File: src/rtl/fifo_rd_pkg.sv
// Shared types for the FIFO burst reader: the read-side FSM state encoding.
package fifo_rd_pkg;

    typedef enum logic [1:0] {
        IDLE  = 2'd0,
        READ  = 2'd1,
        DRAIN = 2'd2,
        DONE  = 2'd3
    } rd_state_e;

endpackage

File: src/rtl/skid_fifo.sv
// Small register-based output buffer that absorbs FIFO read latency so the
// reader can sustain one word per cycle under downstream backpressure.
module skid_fifo #(
    parameter int pDATA_WIDTH = 8,
    parameter int pSKID_DEPTH = 4
) (
    input  logic                                 clk,
    input  logic                                 rst_n,
    input  logic                                 push_i,
    input  logic [pDATA_WIDTH-1:0]               push_data_i,
    input  logic                                 pop_i,
    output logic [pDATA_WIDTH-1:0]               head_o,
    output logic [$clog2(pSKID_DEPTH+1)-1:0]     occ_o,
    output logic                                 full_o,
    output logic                                 empty_o
);

    localparam int PTR_W = $clog2(pSKID_DEPTH);
    localparam int OCC_W = $clog2(pSKID_DEPTH + 1);
    localparam logic [PTR_W-1:0] LAST_PTR  = PTR_W'(pSKID_DEPTH - 1);
    localparam logic [OCC_W-1:0] DEPTH_OCC = OCC_W'(pSKID_DEPTH);

    logic [pDATA_WIDTH-1:0] mem_q [pSKID_DEPTH];
    logic [PTR_W-1:0]       wr_ptr_q;
    logic [PTR_W-1:0]       rd_ptr_q;
    logic [OCC_W-1:0]       occ_q;
    logic                   push_ok;
    logic                   pop_ok;

    assign full_o  = (occ_q == DEPTH_OCC);
    assign empty_o = (occ_q == '0);
    assign push_ok = push_i & ~full_o;
    assign pop_ok  = pop_i & ~empty_o;
    assign head_o  = mem_q[rd_ptr_q];
    assign occ_o   = occ_q;

    genvar gi;
    generate
        for (gi = 0; gi < pSKID_DEPTH; gi++) begin : g_slot
            // Each slot loads only when the write pointer addresses it.
            always_ff @(posedge clk) begin
                if (!rst_n) begin
                    mem_q[gi] <= '0;
                end else if (push_ok && (wr_ptr_q == PTR_W'(gi))) begin
                    mem_q[gi] <= push_data_i;
                end
            end
        end
    endgenerate

    // Pointers wrap at the depth (which need not be a power of two);
    // a simultaneous push and pop leaves occupancy unchanged.
    always_ff @(posedge clk) begin
        if (!rst_n) begin
            wr_ptr_q <= '0;
            rd_ptr_q <= '0;
            occ_q    <= '0;
        end else begin
            if (push_ok) begin
                wr_ptr_q <= (wr_ptr_q == LAST_PTR) ? '0 : wr_ptr_q + PTR_W'(1);
            end
            if (pop_ok) begin
                rd_ptr_q <= (rd_ptr_q == LAST_PTR) ? '0 : rd_ptr_q + PTR_W'(1);
            end
            case ({push_ok, pop_ok})
                2'b10:   occ_q <= occ_q + OCC_W'(1);
                2'b01:   occ_q <= occ_q - OCC_W'(1);
                default: occ_q <= occ_q;
            endcase
        end
    end

endmodule

File: src/rtl/fifo_burst_reader.sv
// Read-side master for the line FIFO: pops fixed-length bursts, re-times the
// returning words through a small buffer into a valid/ready stream, flags the
// last word and pulses done once the whole burst has been accepted.
module fifo_burst_reader
    import fifo_rd_pkg::*;
#(
    parameter int pDATA_WIDTH = 8,
    parameter int pBURST_LEN  = 64,
    parameter int pSKID_DEPTH = 4
) (
    input  logic                                 clk,
    input  logic                                 rst_n,
    input  logic                                 start,
    output logic                                 fifo_rd_en,
    input  logic [pDATA_WIDTH-1:0]               fifo_rd_data,
    input  logic                                 fifo_valid,
    input  logic                                 fifo_empty,
    output logic [pDATA_WIDTH-1:0]               m_data,
    output logic                                 m_valid,
    input  logic                                 m_ready,
    output logic                                 m_last,
    output logic                                 busy,
    output logic                                 done,
    output logic [$clog2(pBURST_LEN+1)-1:0]      word_cnt,
    output logic                                 err
);

    localparam int CNT_W = $clog2(pBURST_LEN + 1);
    localparam int OCC_W = $clog2(pSKID_DEPTH + 1);
    localparam logic [CNT_W-1:0] LEN_C      = CNT_W'(pBURST_LEN);
    localparam logic [CNT_W-1:0] LAST_IDX_C = CNT_W'(pBURST_LEN - 1);
    localparam logic [OCC_W:0]   DEPTH_C    = (OCC_W + 1)'(pSKID_DEPTH);

    rd_state_e          state_q;
    logic [CNT_W-1:0]   issued_cnt_q;
    logic [CNT_W-1:0]   word_cnt_q;
    logic               busy_q;
    logic               done_q;
    logic               inflight_q;
    logic               err_q;

    logic [OCC_W-1:0]   occ;
    logic               buf_full;
    logic               buf_empty;
    logic [OCC_W:0]     credit_used;
    logic               push;
    logic               xfer;

    // Entries already held plus the word still returning from the FIFO;
    // a new pop is only issued if it is guaranteed a free slot.
    assign credit_used = {1'b0, occ} + {{OCC_W{1'b0}}, inflight_q};

    // Pops depend only on registered state and the FIFO empty flag, never on
    // m_ready. Gating with rst_n keeps a reset cycle from popping a word that
    // would then arrive with no outstanding request.
    assign fifo_rd_en = rst_n
                      & (state_q == READ)
                      & ~fifo_empty
                      & (issued_cnt_q < LEN_C)
                      & (credit_used < DEPTH_C);

    assign push     = fifo_valid & inflight_q & ~buf_full;
    assign m_valid  = ~buf_empty;
    assign xfer     = m_valid & m_ready;
    assign m_last   = m_valid & (word_cnt_q == LAST_IDX_C);
    assign busy     = busy_q;
    assign done     = done_q;
    assign word_cnt = word_cnt_q;
    assign err      = err_q;

    skid_fifo #(
        .pDATA_WIDTH (pDATA_WIDTH),
        .pSKID_DEPTH (pSKID_DEPTH)
    ) u_skid (
        .clk         (clk),
        .rst_n       (rst_n),
        .push_i      (push),
        .push_data_i (fifo_rd_data),
        .pop_i       (xfer),
        .head_o      (m_data),
        .occ_o       (occ),
        .full_o      (buf_full),
        .empty_o     (buf_empty)
    );

    // Burst FSM with its counters and registered busy/done outputs.
    always_ff @(posedge clk) begin
        if (!rst_n) begin
            state_q      <= IDLE;
            issued_cnt_q <= '0;
            word_cnt_q   <= '0;
            busy_q       <= 1'b0;
            done_q       <= 1'b0;
        end else begin
            done_q <= 1'b0;
            if (fifo_rd_en) begin
                issued_cnt_q <= issued_cnt_q + CNT_W'(1);
            end
            if (xfer) begin
                word_cnt_q <= word_cnt_q + CNT_W'(1);
            end
            case (state_q)
                IDLE: begin
                    if (start) begin
                        state_q      <= READ;
                        issued_cnt_q <= '0;
                        word_cnt_q   <= '0;
                        busy_q       <= 1'b1;
                    end
                end
                READ: begin
                    if (issued_cnt_q == LEN_C) begin
                        state_q <= DRAIN;
                    end
                end
                DRAIN: begin
                    if (xfer && m_last) begin
                        state_q <= DONE;
                        busy_q  <= 1'b0;
                        done_q  <= 1'b1;
                    end
                end
                DONE: begin
                    state_q <= IDLE;
                end
                default: begin
                    state_q <= IDLE;
                end
            endcase
        end
    end

    // Track the outstanding pop and latch protocol errors until reset.
    always_ff @(posedge clk) begin
        if (!rst_n) begin
            inflight_q <= 1'b0;
            err_q      <= 1'b0;
        end else begin
            inflight_q <= fifo_rd_en;
            if (fifo_valid && (!inflight_q || buf_full)) begin
                err_q <= 1'b1;
            end
        end
    end

endmodule

File: config.mk
export PLATFORM = sky130hd
export DESIGN_NAME = fifo_burst_reader
export DESIGN_NICKNAME = d
export VERILOG_FILES = /design/src/rtl/fifo_rd_pkg.sv /design/src/rtl/skid_fifo.sv /design/src/rtl/fifo_burst_reader.sv
export SDC_FILE = /design/constraint.sdc
export NUM_CORES = 1
export LEC_CHECK = 0
export CAP_MARGIN = 0
export CORE_UTILIZATION = 50
export DETAILED_ROUTE_END_ITERATION = 6
export GPL_ROUTABILITY_DRIVEN = 0
export PLACE_DENSITY = 0.8
export SLEW_MARGIN = 20
export SYNTH_ARGS = -nofsm -noshare
export SYNTH_HDL_FRONTEND = slang
export SYNTH_SLANG_ARGS = --single-unit
File: constraint.sdc
create_clock -name clk -period 2.2 [get_ports clk]
set_input_delay 0.22 -clock clk [delete_from_list [all_inputs] [get_ports clk]]
set_output_delay 0.22 -clock clk [all_outputs]
set_load 0.02 [all_outputs]
==> out/metrics.cfg, run 1 <==
[synthesis]
yosys_register_bits = 61
synth_adder_area_share_pct = 6.37
yosys.area_share.simple_pct = 18.6
netlist_instances = 240
synth_area_mm2 = 0.00287
synth.mux.area_fraction_pct = 6.63
ys_types = 43
synth_top_family_by_area = simple AND/OR/NAND/NOR gates
seq_area_frac_synth_pct = 53.7
syn_nets = 268
synth_compound_area_share_pct = 7.76
synth_xor_area_share_pct = 3.36
synth_edf_count = 32
synth_ff_type = edfxtp_1
syn_avg_cell_area_um2 = 12.0
synth-async-reset-ratio_pct = 0
yosys_warnings = 0

[clocking]
clock_sinks = 61
cts_max_level = 3
hold_buffers = 0
numCtsBuffers = 9
clk_latency_ns = 0.34
cts-root-buf = clkbuf_8
clk_pin_slew_ns = 0.07
cts_tree = built
cts_buffer_depth = 2

[sta]
finClkSkew_ns = 0.00252
relSlewSlack_pct = 65.6
hold_ws_ns = 0.495
drv_slew = 0
fmax_mhz = 467
hold_viol = 0
worst_slew_pin_slew_ns = 0.514
fin_crit_ns = 2.14
finalSetupTns_ns = 0
fin_crit_sh_pct = 97.3
final-setup-viol-count = 0

[detailed_routing]
vias = 1969
postRouteAntennaNets = 0
viasPerCell = 5.25
dr.pass1.iters = 4
drtIter0Drc = 109
drc = 0
finalWirelength_um = 5370
wire_per_inst_um = 14.3

[place]
io_buffer_count = 34
dp_hpwl_um = 3710
place_inst = 357

[finish]
syn_to_final_growth_pct = 27.3
nFillCells = 402
regArea_mm2 = 0.00155
instances_no_fill = 375
multi_input_area_mm2 = 0.00123
final_cell_mix = and2_1, edfxtp_1, clkdlybuf4s50_1
final_nets = 326
insertedDiodeCount = 0
layout-drive-gt1-share_pct = 18.5
utilization_pct = 66.3

[setup_path]
crit_fanout = 8
required_ns = 1.98
endpoint_kind = output pin
startpoint_type = flop
crit_type = reg -> out
cp.arrival_ns = 1.92

[global_route]
antenna_found_initial = 0
overflow = 0
grt_max_degree = 15
grt_usage_pct = 19.1
grt_pass1_wl_um = 8650
grt_pass1_vias = 1851

[pwr]
p_leak_nw = 1.38
power_mw = 3.06
p_per_area_mw_per_mm2 = 838
ir_worst_vdd_mv = 0.416

[floorplanning]
core_region_area_mm2 = 0.00551
die_x_um = 77.8
start_util_pct = 52.1
row_count = 27
fp.dieH_um = 77.8
ios = 35
die_area_mm2 = 0.00605

[run]
maxCapViolCount = 0

[status]
outcome = complete, no violations

[worst_hold_path]
min_path_type = reg -> reg

## stage by stage
| step | setup slack, ns | cell area [µm²] |
|---|---|---|
| final | 0.0592 | 3650 |
| after global routing | -0.00858 | 3650 |
| after CTS | 0.0103 | 3630 |
| after detailed placement | 0.0293 | 3390 |
| after global placement | 0.0585 | 3390 |
| after floorplan | 0.0161 | 2880 |
## cell type report
type | count | area share [%]
Clock buffer | 9 | 3.39
Inverter | 19 | 1.95
Sequential cell | 61 | 42.3
Timing Repair Buffer | 52 | 13.2
Tap cell | 72 | 2.47
Clock inverter | 7 | 3.12
Multi-Input combinational cell | 155 | 33.6
## state kept, by name, indices dropped and copies added, names as in the netlist, named ones only
register,count
busy,1
done,1
err,1
inflight_q,1
issued_cnt_q,7
state_q,2
u_skid.mem_q,32
u_skid.occ_o,3
u_skid.rd_ptr_q,2
u_skid.wr_ptr_q,2
word_cnt,7
## worst max-delay path, cell delays in order, from the launching register on
cell and delay, ns:
dfxtp_1 0.31, buf_4 0.20, mux4_2 0.52, clkdlybuf4s50_1 0.55
## logic make-up (layout without fill, tap and decap cells)
logic type                 after synthesis  in the layout
muxes                                    9              9
AOI/OAI and AO/OA                       29             29
adders and majority gates               14             14
xor gates and xnor gates                11             11
buffers and inverters                   24             87
and+or+nand+nor                         92             92
DFF                                     61             61
## layer usage
metal | track usage, % | share of wire [%] | wire length [µm] | vias to the layer above
met3 | 4.59 | 5.8 | 311 | 8
met1 | 24.0 | 43 | 2290 | 942
li1 | - | - | - | 968
met2 | 30.6 | 50 | 2680 | 51
met5 | 0 | 0 | 0 | -
met4 | 9.81 | 1.7 | 92 | 0
## cells in the mapped netlist (all sizes together), types with 4 or more instances
master	n	area, µm²
a21oi	11	55.1
nor3	7	55.1
nand2	13	48.8
and2	32	200
ha	13	163
edfxtp	32	961
o21ai	5	25.0
inv	19	71.3
nor2	18	67.6
nand3	6	30.0
mux4	8	180
nand4	4	25.0
xor2	6	52.6
xnor2	5	43.8
dfxtp	29	581
## what timing repair did
item                       CTS  global route
setup endpoints to repair    2             4
buffers inserted             0             2
pin swaps                    0             2
resized for setup            2             4
hold endpoints to repair     0             0
## final timing paths
check	start	to	slack [ns]	cells after the start
setup reg to reg	u_skid.occ_o[2]$_SDFFE_PN0P_	u_skid.occ_o[2]$_SDFFE_PN0P_	0.09	9
hold / removal	err$_SDFFE_PN0P_	err$_SDFFE_PN0P_	0.50	2
hold reg to reg	err$_SDFFE_PN0P_	err$_SDFFE_PN0P_	0.50	2
setup / recovery	flop	m_data[5]	0.06	3
## where the power goes
group	internal [mW]	leakage, nW	switching, mW
combinational	0.270	0.703	0.302
clock	0.746	0.113	0.447
sequential	1.26	0.566	0.0357
Note: power is estimated with default switching activity, not from simulation.
==> run 2, diff against run 1 <==
- CTS_CLUSTER_SIZE: default -> 24
- SLEW_MARGIN: 20 -> default
==> results of run 2 <==
No change in the layout: final DEF, timing and power equal those of run 1.
